**src/rtl/thermal_drive_guard.sv**
```systemverilog
// Safety supervisor: debounced, hysteretic over-temperature shutdown plus a
// Moore drive-enable FSM that shutdown forces back to IDLE. All outputs are flops.
module thermal_drive_guard #(
  parameter int N_CH     = 4,
  parameter int TEMP_W   = 8,
  parameter int T_HOT    = 90,
  parameter int T_COOL   = 70,
  parameter int DEB_CYC  = 4,
  parameter int COOL_CYC = 16
) (
  input  logic                     clk,
  input  logic                     resetn,
  input  logic [N_CH*TEMP_W-1:0]   temp,
  input  logic [N_CH-1:0]          temp_valid,
  input  logic                     arrived,
  input  logic                     gas_tank_empty,
  output logic                     shut_off_computer,
  output logic                     keep_driving,
  output logic [N_CH-1:0]          hot_ch,
  output logic [1:0]               drv_state
);

  localparam int DW = $clog2(DEB_CYC + 1);
  localparam int CW = $clog2(COOL_CYC + 1);

  localparam logic [TEMP_W-1:0] HOT_TH    = TEMP_W'(T_HOT);
  localparam logic [TEMP_W-1:0] COOL_TH   = TEMP_W'(T_COOL);
  localparam logic [DW-1:0]     DEB_LAST  = DW'(DEB_CYC - 1);
  localparam logic [CW-1:0]     COOL_LAST = CW'(COOL_CYC - 1);

  localparam logic [1:0] S_IDLE     = 2'd0;
  localparam logic [1:0] S_DRIVE    = 2'd1;
  localparam logic [1:0] S_ARRIVED  = 2'd2;
  localparam logic [1:0] S_FUEL_OUT = 2'd3;

  logic [N_CH-1:0] hot_q, hot_d;
  logic [DW-1:0]   deb_q, deb_d;
  logic [CW-1:0]   cool_q, cool_d;
  logic            shut_q, shut_d;
  logic [1:0]      state_q, state_d;
  logic            keep_q, keep_d;
  logic            any_hot;

  // Samples strictly between the thresholds, or invalid ones, leave the flag alone.
  always_comb begin
    hot_d = hot_q;
    for (int i = 0; i < N_CH; i++) begin
      if (temp_valid[i]) begin
        if (temp[i*TEMP_W +: TEMP_W] >= HOT_TH)
          hot_d[i] = 1'b1;
        else if (temp[i*TEMP_W +: TEMP_W] <= COOL_TH)
          hot_d[i] = 1'b0;
      end
    end
  end

  assign any_hot = |hot_q;

  // Only one of the two counters runs at a time, selected by the shutdown state.
  always_comb begin
    shut_d = shut_q;
    deb_d  = '0;
    cool_d = '0;
    if (!shut_q) begin
      if (any_hot) begin
        if (deb_q == DEB_LAST)
          shut_d = 1'b1;
        else
          deb_d = deb_q + 1'b1;
      end
    end else begin
      if (!any_hot) begin
        if (cool_q == COOL_LAST)
          shut_d = 1'b0;
        else
          cool_d = cool_q + 1'b1;
      end
    end
  end

  always_comb begin
    state_d = state_q;
    if (shut_q) begin
      state_d = S_IDLE;
    end else begin
      case (state_q)
        S_IDLE:     if (!arrived && !gas_tank_empty) state_d = S_DRIVE;
        S_DRIVE:    if (arrived)             state_d = S_ARRIVED;
                    else if (gas_tank_empty) state_d = S_FUEL_OUT;
        S_ARRIVED:  if (!arrived)        state_d = S_IDLE;
        S_FUEL_OUT: if (!gas_tank_empty) state_d = S_IDLE;
        default:    state_d = S_IDLE;
      endcase
    end
    keep_d = (state_d == S_DRIVE);
  end

  always_ff @(posedge clk) begin
    if (!resetn) begin
      hot_q   <= '0;
      deb_q   <= '0;
      cool_q  <= '0;
      shut_q  <= 1'b0;
      state_q <= S_IDLE;
      keep_q  <= 1'b0;
    end else begin
      hot_q   <= hot_d;
      deb_q   <= deb_d;
      cool_q  <= cool_d;
      shut_q  <= shut_d;
      state_q <= state_d;
      keep_q  <= keep_d;
    end
  end

  assign shut_off_computer = shut_q;
  assign keep_driving      = keep_q;
  assign hot_ch            = hot_q;
  assign drv_state         = state_q;

endmodule
```
**config.mk**
```make
export PLATFORM = sky130hd
export DESIGN_NAME = thermal_drive_guard
export DESIGN_NICKNAME = d
export VERILOG_FILES = /design/src/rtl/thermal_drive_guard.sv
export SDC_FILE = /design/constraint.sdc
export NUM_CORES = 1
export LEC_CHECK = 0
export CORE_MARGIN = 1.5
export CORE_UTILIZATION = 32
export DETAILED_ROUTE_END_ITERATION = 6
export PLACE_DENSITY = 0.74
export SLEW_MARGIN = 30
export SYNTH_ARGS = -nofsm -noshare
export SYNTH_HDL_FRONTEND = slang
export SYNTH_SLANG_ARGS = --single-unit
```
**constraint.sdc**
```tcl
create_clock -name clk -period 1.3 [get_ports clk]
set_input_delay 0.26 -clock clk [delete_from_list [all_inputs] [get_ports clk]]
set_output_delay 0.26 -clock clk [all_outputs]
set_load 0.1 [all_outputs]
```
# Word-level counts from Yosys, hierarchy flattened

Cells that the tools add are included.

Register bits: 16
Bits of input ports: 40
Word-level logic and storage cells: 63

Add/subtract/negate cells: 2
$lt $le $gt $ge: 8
Eq/ne operators: 6
Muxes and demuxes: 20
Bitwise gates (word level): 3
Reductions and logical operators: 15

Operator list:

| operator            | number |
|---|---|
| $ge 8x7->1 const B  | 4 |
| $le 8x7->1 const B  | 4 |
| $mux 1              | 13 |
| $mux 2              | 6 |
| $pmux 2 s4          | 1 |
| $reduce_and 2->1    | 4 |
| $reduce_bool 2->1   | 4 |
| $reduce_or 4->1     | 2 |
| $reduce_or 7->1     | 1 |
| $add 5x1->5 const B | 1 |
| $eq 5x4->1 const B  | 1 |
| $eq 2x1->1 const B  | 2 |
| $eq 2x2->1 const B  | 2 |
| $add 3x1->3 const B | 1 |
| $eq 3x2->1 const B  | 1 |
| $not 1->1           | 3 |
| $logic_not 1->1     | 2 |
| $logic_not 2->1     | 1 |
| $logic_and 1x1->1   | 1 |

# Logic depth before layout (Yosys ltp)

Gate-level depths: netlist (run 1).

Depth in word-level cells: 6
Depth in mapped cells: 5
Gate-level depth less buffers: 5

# Worst setup path before layout (run 1)

Ideal clock, no wire load.

Path type: register to register
From: register hot_q[3] (netlist: hot_ch[3])
To: register shut_q (netlist: shut_off_computer)
Library setup time: 0.115 ns
Arrival: 1.466 ns
Data required time: 1.185 ns
Path slack: -0.281 ns
Cell stages (with the launch flop): 4
Path through: dfxtp_1 -> nor4_4 -> a21boi_1 -> o21a_1

Word-level cells in the longest chain between the ends: 3
Elaborated cells on any way between the ends: 4
Classes of those cells: mux (3); reduce/logical (1)

RTL lines:

| what                             | RTL line | RTL |
|---|---|---|
| start, declared                  | 36       | `logic [N_CH-1:0] hot_q, hot_d;` |
| start signal, assigned           | 107      | `hot_q <= hot_d;` |
| $reduce_or 4->1 *                | 57       | `assign any_hot = \|hot_q;` |
| $mux 1, on equally long branches | 65, 72   |  |
| $mux 1 *                         | 64       | `if (!shut_q) begin` |
| end signal, assigned             | 110      | `shut_q <= shut_d;` |
| end, declared                    | 39       | `logic shut_q, shut_d;` |

Mark *: on every way between the ends. The rest lies on a longest branch, timed or not.
A chain may end at the register's enable or synchronous reset.

# Worst setup path in the final report (run 1)

From: register cool_q[1]
To: register shut_q (netlist: shut_off_computer)

Word-level cells in the longest chain between the ends: 4

RTL lines:

| what                   | RTL line | RTL |
|---|---|---|
| start, declared        | 38       | `logic [CW-1:0] cool_q, cool_d;` |
| start signal, assigned | 109      | `cool_q <= cool_d;` |
| $eq 5x4->1             | 73       | `if (cool_q == COOL_LAST)` |
| $mux 1                 | 73       |  |
| $mux 1                 | 72       | `if (!any_hot) begin` |
| $mux 1                 | 64       |  |

Every way passes these cells.

==> results.ini, run 1 <==
[run_status]
status = finished, final reports clean

[sta]
fin_crit_sh_pct = 95.7
finalSetupViolations = 0
finalMaxSlewViolations = 0
fin_worst_skew_ns = 0.00260
slew_headroom_pct = 74.7
finalHoldViolCount = 0
period_needed_ns = 1.24
finalSetupTns_ns = 0
worstMarginPinSlew_ns = 0.376
clock.fmax_ghz = 0.804
grt_setup_unrepaired = no

[power]
power_density_mw_per_mm2 = 946
p_leak_nw = 0.614
ir_worst_vdd_v = 0.000731

[finish]
areaGrowthSynthToFinish_pct = 91.3
antenna_cells = 0
utilization_pct = 66.1
final_nets = 179
drive_gt1_share_pct = 24.6

[place]
numPortBuffers = 47
dp_hpwl_mm = 1.70
gp_congestion = 0.624

[synthesis]
synth-xor-area-share_pct = 3.34
syn_nets = 122
ys.flop_type = dfxtp_1
synth.top_cells.by_area = dfxtp_1, ha_1, mux2_1
synth_top_family_by_area = simple AND/OR/NAND/NOR gates
synth_compound_area_share_pct = 19.2
synth_simple_gate_area_share_pct = 21.6
synth_area_per_cell_sq_um = 10.1
seq_area_frac_synth_pct = 40.7
synth_area_leader_cell = dfxtp_1
synth_fa_ha_area_share_pct = 6.36
synthCells = 78
synth_cell_types = 26
synthArstFlopShare_pct = 0
synth_top_area_share_pct = 40.7
synthMuxAreaShare_pct = 5.72
ys_warn_count = 0
yosysMostFrequentCell = dfxtp_1
ys_seq_elements = 16
synth_edf_count = 0
ys_top_cells_by_count = dfxtp_1, nor2_1, inv_1, nand3_1
syn_area_sq_um = 787

[drt]
first_pass_iters = 4
post_drt_wl_per_cell_um = 12.7
drc = 0
ant_nets = 0
drt-initial-drc-count = 3
wl_mm = 2.05
viasPerCell = 5.29
dr_total_vias = 857

[clocking]
clock_path_buffers = 2
post_cts_buffers = 0
cts_root_buf = clkbuf_4
path_clk_slew_ns = 0.09
clk_latency_ns = 0.28
cts_buffers = 3
cts_tree = built
h-tree-depth = 1
clock_sinks = 16

[setup_path]
path_max_fanout = 2
critical_path_class = flip-flop to flip-flop
required_ns = 1.48
cp_common_cell = ha_4
end_kind = flip-flop
critPathSlowestCell = dfxtp_2
crit_arrival_ns = 1.43
cp-start-kind = flip-flop
crit_path_cell_trace = ha_4 -> and3_4 -> ha_4 -> buf_4 -> a21boi_2 -> o21a_1
r2r_cells = 6
slowest_delay_ns = 0.37

[floorplanning]
ios = 48
design.core.area_sq_mm = 0.00228
placementRows = 17
dieArea_sq_mm = 0.00277
initial_core_util_pct = 34.6
die_y_um = 52.6
die-width_um = 52.6

[hold_path]
hold_class = flip-flop to flip-flop
hold_depth = 1

[global_routing]
antenna_found_initial = 0
grt_max_degree = 10
grt_pass1_vias = 801
grt_usage_pct = 14.6
grt-ovfl-total = 0
grt_pass1_wl_mm = 3.09

[run]
maxCapViolations = 0

[critical path, delay by kind of cell (launching register included)]
kind	cells	cell delay, ns
buffers and inverters	1	0.10
DFF	1	0.37
and+or+nand+nor	1	0.19
adders and majority gates	2	0.27
AOI/OAI and AO/OA	2	0.23
[kinds of logic (layout without fill, tap and decap cells)]
logic type | Yosys count | count (layout)
xor+xnor | 3 | 3
simple gates | 28 | 28
buf+inv | 6 | 62
mux | 4 | 4
flops | 16 | 16
compound gates | 17 | 17
fa+ha+maj | 4 | 4
[cells in the final DEF (no fill, tap or decap), drive strengths merged]
| cell type | synthesis | final |
|---|---|---|
| and3 | 1 | 1 |
| nand4 | 4 | 4 |
| nand2b | 1 | 1 |
| clkbuf | 0 | 4 |
| buf | 1 | 14 |
| o22ai | 1 | 1 |
| dfxtp | 16 | 16 |
| a21boi | 1 | 1 |
| mux2 | 4 | 4 |
| a22oi | 1 | 1 |
| o211a | 4 | 4 |
| a211oi | 1 | 1 |
| xnor2 | 1 | 1 |
| nor4b | 1 | 1 |
| a311o | 4 | 4 |
| nand4b | 1 | 1 |
| nor2 | 6 | 6 |
| o2111ai | 4 | 4 |
| nand3 | 5 | 5 |
| nor2b | 1 | 1 |
| ha | 4 | 4 |
| xor2 | 2 | 2 |
| nor4 | 4 | 4 |
| o21a | 1 | 1 |
| clkdlybuf4s50 | 0 | 39 |
| inv | 5 | 5 |
| nand2 | 4 | 4 |
[layer usage]
layer	GRT usage, %	vias up	routed length (um)
met2	28.1	34	1080
met5	0	-	0
met4	3.85	0	0
li1	-	420	-
met1	15.5	403	787
met3	3.71	0	178
[worst paths after layout]
path                            slack, ns           endpoint       from
worst max register to register       0.06  shut_off_computer  cool_q[1]
worst min register to register       0.44           deb_q[0]   deb_q[0]
worst min-delay path                 0.44           deb_q[0]   deb_q[0]
worst max-delay path                 0.06  shut_off_computer  cool_q[1]
[per-stage QoR]
step                      hold WS [ns]  power [mW]  instance area (sq um)  cells  setup WS [ns]
after floorplan                  0.338       0.834                    798     78        -0.0212
after global placement           0.411        1.09                   1420    158        -0.0290
after detailed placement         0.436        1.11                   1420    158        -0.0672
after CTS                        0.450        1.44                   1480    162         0.0114
after global routing             0.470        1.49                   1510    162       0.000617
final                            0.440        1.42                   1510    162         0.0560
[area by class of cell]
| type | count | area (sq um) |
|---|---|---|
| inverters | 5 | 18.8 |
| multi-input cells | 56 | 485 |
| fillers | 182 | 771 |
| well taps | 28 | 35.0 |
| repair buffers | 53 | 596 |
| clock buffers | 4 | 36.3 |
| flip-flops and latches | 16 | 334 |
[power by group]
group	total, mW	switching [mW]	leakage, nW	internal [mW]
registers	0.582	0.0497	0.135	0.532
logic	0.516	0.259	0.458	0.257
clock network	0.326	0.156	0.0210	0.171
[flip-flops by register name (all words and copies together), names as in the netlist]
signal and cells:
cool_q 5, shut_off_computer 1, drv_state 2, hot_ch 4, keep_driving 1, deb_q 3
[repair_timing]
item | CTS | global route
gates resized for setup | 4 | 5
hold buffers | 0 | 0
pin swaps | 1 | 5
setup endpoints to repair | 6 | 5
(Power assumes the default switching activity.)
==> run 2, diff against run 1 <==
Settings changed: ABC_AREA set to 1, CORE_UTILIZATION 32 to 34, GPL_TIMING_DRIVEN set to 0, MAX_ROUTING_LAYER set to met4, PLACE_DENSITY 0.74 to 0.75.
==> run 2 against run 1 <==
Register-to-register slack worse by 0.04 ns. First-iteration DRC count increased to 3.0 times the previous value. Synthesized cell count increased by 62%. Core utilization is 3.3 points lower. Clock skew is 0.0031 ns higher. Cell count up 27%. Maximum frequency fell by 3.1%. Sequential share of layout area rose by 0.77 points. Sequential cell count did not move. Worst setup slack worse by 0.039 ns. Combinational power decreased by 6.6%. Clock power up 2%.
==> results.ini, run 2 <==
[run_status]
status = finished, final reports clean

[synthesis]
ys_seq_elements = 16  ; unchanged
synth.top_cells.by_area = dfxtp_1, nor2_1, nand2_1
synth_area_per_cell_sq_um = 6.75  ; -33%
yosysMostFrequentCell = nor2_1
syn_nets = 170  ; +39%
seq_area_frac_synth_pct = 37.6  ; -3.1 points
syn_area_sq_um = 851  ; +8.1%
synth_area_leader_cell = dfxtp_1
synth_edf_count = 0  ; unchanged
ys.flop_type = dfxtp_1
synth_top_area_share_pct = 37.6  ; -3.1 points
ys_top_cells_by_count = nor2_1, nand2_1, dfxtp_1, inv_1, nand3_1
synthCells = 126  ; +62%
ys_warn_count = 0  ; unchanged
synthArstFlopShare_pct = 0  ; unchanged
synth_cell_types = 16  ; -38%

[clocking]
cts_root_buf = clkbuf_4
h-tree-depth = 1  ; unchanged
path_clk_slew_ns = 0.09  ; about the same
clk_latency_ns = 0.29  ; about the same
clock_sinks = 16  ; unchanged
holdBufCountCts = 0  ; unchanged
clock_path_buffers = 2  ; unchanged
cts_buffers = 3  ; unchanged
cts_tree = built

[finish]
utilization_pct = 62.9  ; -3.3 points
multi_input_area_sq_um = 515  ; +6.2%
final_cell_mix = clkdlybuf4s50_1, nor2_1, nand2_1, inv_1, nand3_1
final_nets = 223  ; +25%
drive_gt1_share_pct = 19.7  ; -5.0 points
final-instance-count-excl-fill = 206  ; +27%
seqCellArea_sq_um = 332  ; -0.75%
layout_commonest_cell = clkdlybuf4s50_1
largest-register = cool_q
areaGrowthSynthToFinish_pct = 69.7
antenna_cells = 0  ; unchanged
largest_register_ffs = 5  ; unchanged
final.fill_count = 203  ; +12%

[global_routing]
grt_usage_pct = 16.7  ; +2.0 points
grt_max_degree = 10  ; unchanged
grt-ovfl-total = 0  ; unchanged
grt_pass1_vias = 898  ; +12%
antenna_found_initial = 0  ; unchanged
grt_pass1_wl_mm = 3.41  ; +10%

[drt]
highest_layer = met4
dr_total_vias = 981  ; +14%
ant_nets = 0  ; unchanged
wl_met1_um = 990  ; +26%
viasPerCell = 4.76  ; -10%
wl_met2_um = 970  ; -11%
drt-initial-drc-count = 9  ; +6
wl_mm = 2.23  ; +8.5%
drc = 0  ; unchanged
wl_met3_um = 236  ; +33%
first_pass_iters = 4  ; unchanged
post_drt_wl_per_cell_um = 10.8  ; -15%

[run]
maxCapViolations = 0  ; unchanged

[floorplanning]
placementRows = 17  ; unchanged
dieArea_sq_mm = 0.00281  ; +1.7%
die_y_um = 53.0  ; +0.83%
design.core.area_sq_mm = 0.00230  ; +0.93%
ios = 48  ; unchanged
initial_core_util_pct = 37.0  ; +2.5 points
die-width_um = 53.0  ; +0.83%

[sta]
slew_headroom_pct = 79.6  ; +4.8 points
finalHoldViolCount = 0  ; unchanged
fin_worst_skew_ns = 0.00571  ; +0.00311 ns
worstMarginPinSlew_ns = 0.308  ; -0.0677 ns
fin_crit_sh_pct = 98.7  ; +3.0 points
finalSetupViolations = 0  ; unchanged
period_needed_ns = 1.28  ; +0.0393 ns
grt_setup_unrepaired = yes
hold_ws_ns = 0.432  ; -0.00791 ns
finalMaxSlewViolations = 0  ; unchanged
clock.fmax_ghz = 0.779  ; -3.1%

[setup_path]
required_ns = 1.53  ; +0.05 ns
path_max_fanout = 4  ; +2
slowest_delay_ns = 0.35  ; -0.02 ns
cp-start-kind = flip-flop
crit_path_cell_trace = ha_4 -> nand2_4 -> nor2_4 -> ha_4 -> nor2_4 -> nand2_2 -> nor2_4 -> inv_2 -> nor3b_2
end_kind = flip-flop
cp_common_cell = nor2_4
crit_arrival_ns = 1.52  ; +0.09 ns
critPathSlowestCell = dfxtp_2
critical_path_class = flip-flop to flip-flop

[hold_path]
hold_class = flip-flop to flip-flop

[place]
numPortBuffers = 47  ; unchanged
dp_cells = 201  ; +27%
dp_hpwl_mm = 1.77  ; +3.9%
gp_congestion = 0.727  ; +16%

[power]
power_density_mw_per_mm2 = 948  ; +0.21%
p_leak_nw = 0.634  ; +3.3%
ir_worst_vdd_v = 0.000784  ; +7.3%

-- run 2: cell types whose count changed after synthesis, moves of 2 or more --
cell,delta
a21oi_1,+9
nand2_1,+20
a311o_1,-4
nor2_2,+2
inv_1,+9
nor2_1,+22
nor4_1,-3
nand3_1,+9
o2111ai_1,-4
inv_2,+4
mux2_1,-4
o211a_1,-4
o21ai_0,+2
-- run 2: kinds of logic (layout without fill, tap and decap cells) --
logic type / count (synthesis) / after routing / synth area share (%)
xor gates and xnor gates: 1 / 1 / 1.03
DFF: 16 / 16 / 37.6
buffers and inverters: 18 / 70 / 7.94
AOI/OAI and AO/OA: 12 / 12 / 7.35
adders and majority gates: 4 / 4 / 5.88
and+or+nand+nor: 75 / 75 / 40.1
-- run 2: cell type report --
cell class                      instances  area share (%)
Multi-Input combinational cell         92            35.7
Timing Repair Buffer                   48            31.7
Sequential cell                        16            23.0
Inverter                               18            4.68
Clock buffer                            4            2.51
Tap cell                               28            2.43
-- run 2: repair_timing --
| item | in CTS | in global routing |
|---|---|---|
| pin swaps | 4 | 3 |
| buffers inserted | 1 | 0 |
| endpoints found under the setup margin | 13 | 6 |
| resized for setup | 54 | 7 |
-- run 2: through the flow --
stage / total power, mW / cell area [sq um] / setup WS [ns] / setup TNS (ns)
after floorplan: 0.843 / 860 / 0.00449 / 0
after global placement: 1.03 / 1370 / -0.436 / -3.36
after detailed placement: 1.04 / 1370 / -0.429 / -3.63
after CTS: 1.37 / 1410 / -0.0694 / -0.0694
after global routing: 1.44 / 1440 / -0.0691 / -0.0863
final: 1.37 / 1440 / 0.0167 / 0
-- run 2: worst max-delay path: cells and delay by family (launching register included) --
family | cells | cell delay, ns
buf+inv | 1 | 0.06
fa+ha+maj | 2 | 0.33
flops | 1 | 0.35
simple gates | 6 | 0.48
-- run 2: routing by layer --
layer  GRT usage [%]  vias to the layer above
met5               -                        -
met4            6.41                        0
met3            4.80                        3
met2            29.2                       41
met1            17.7                      427
li1                -                      510
-- run 2: path summary, 6_finish.rpt --
path,from,end,slack (ns),cells after the start
setup / recovery,cool_q[0],cool_q[2],0.02,9
hold / removal,deb_q[0],deb_q[0],0.43,1
setup reg to reg,cool_q[0],cool_q[2],0.02,9
hold reg to reg,deb_q[0],deb_q[0],0.43,1
-- run 2: report_power, final --
| part | leakage, nW | internal (mW) | switching (mW) | total (mW) |
|---|---|---|---|---|
| combinational | 0.479 | 0.194 | 0.288 | 0.482 |
| clock | 0.0210 | 0.171 | 0.162 | 0.333 |
| sequential | 0.134 | 0.529 | 0.0248 | 0.554 |
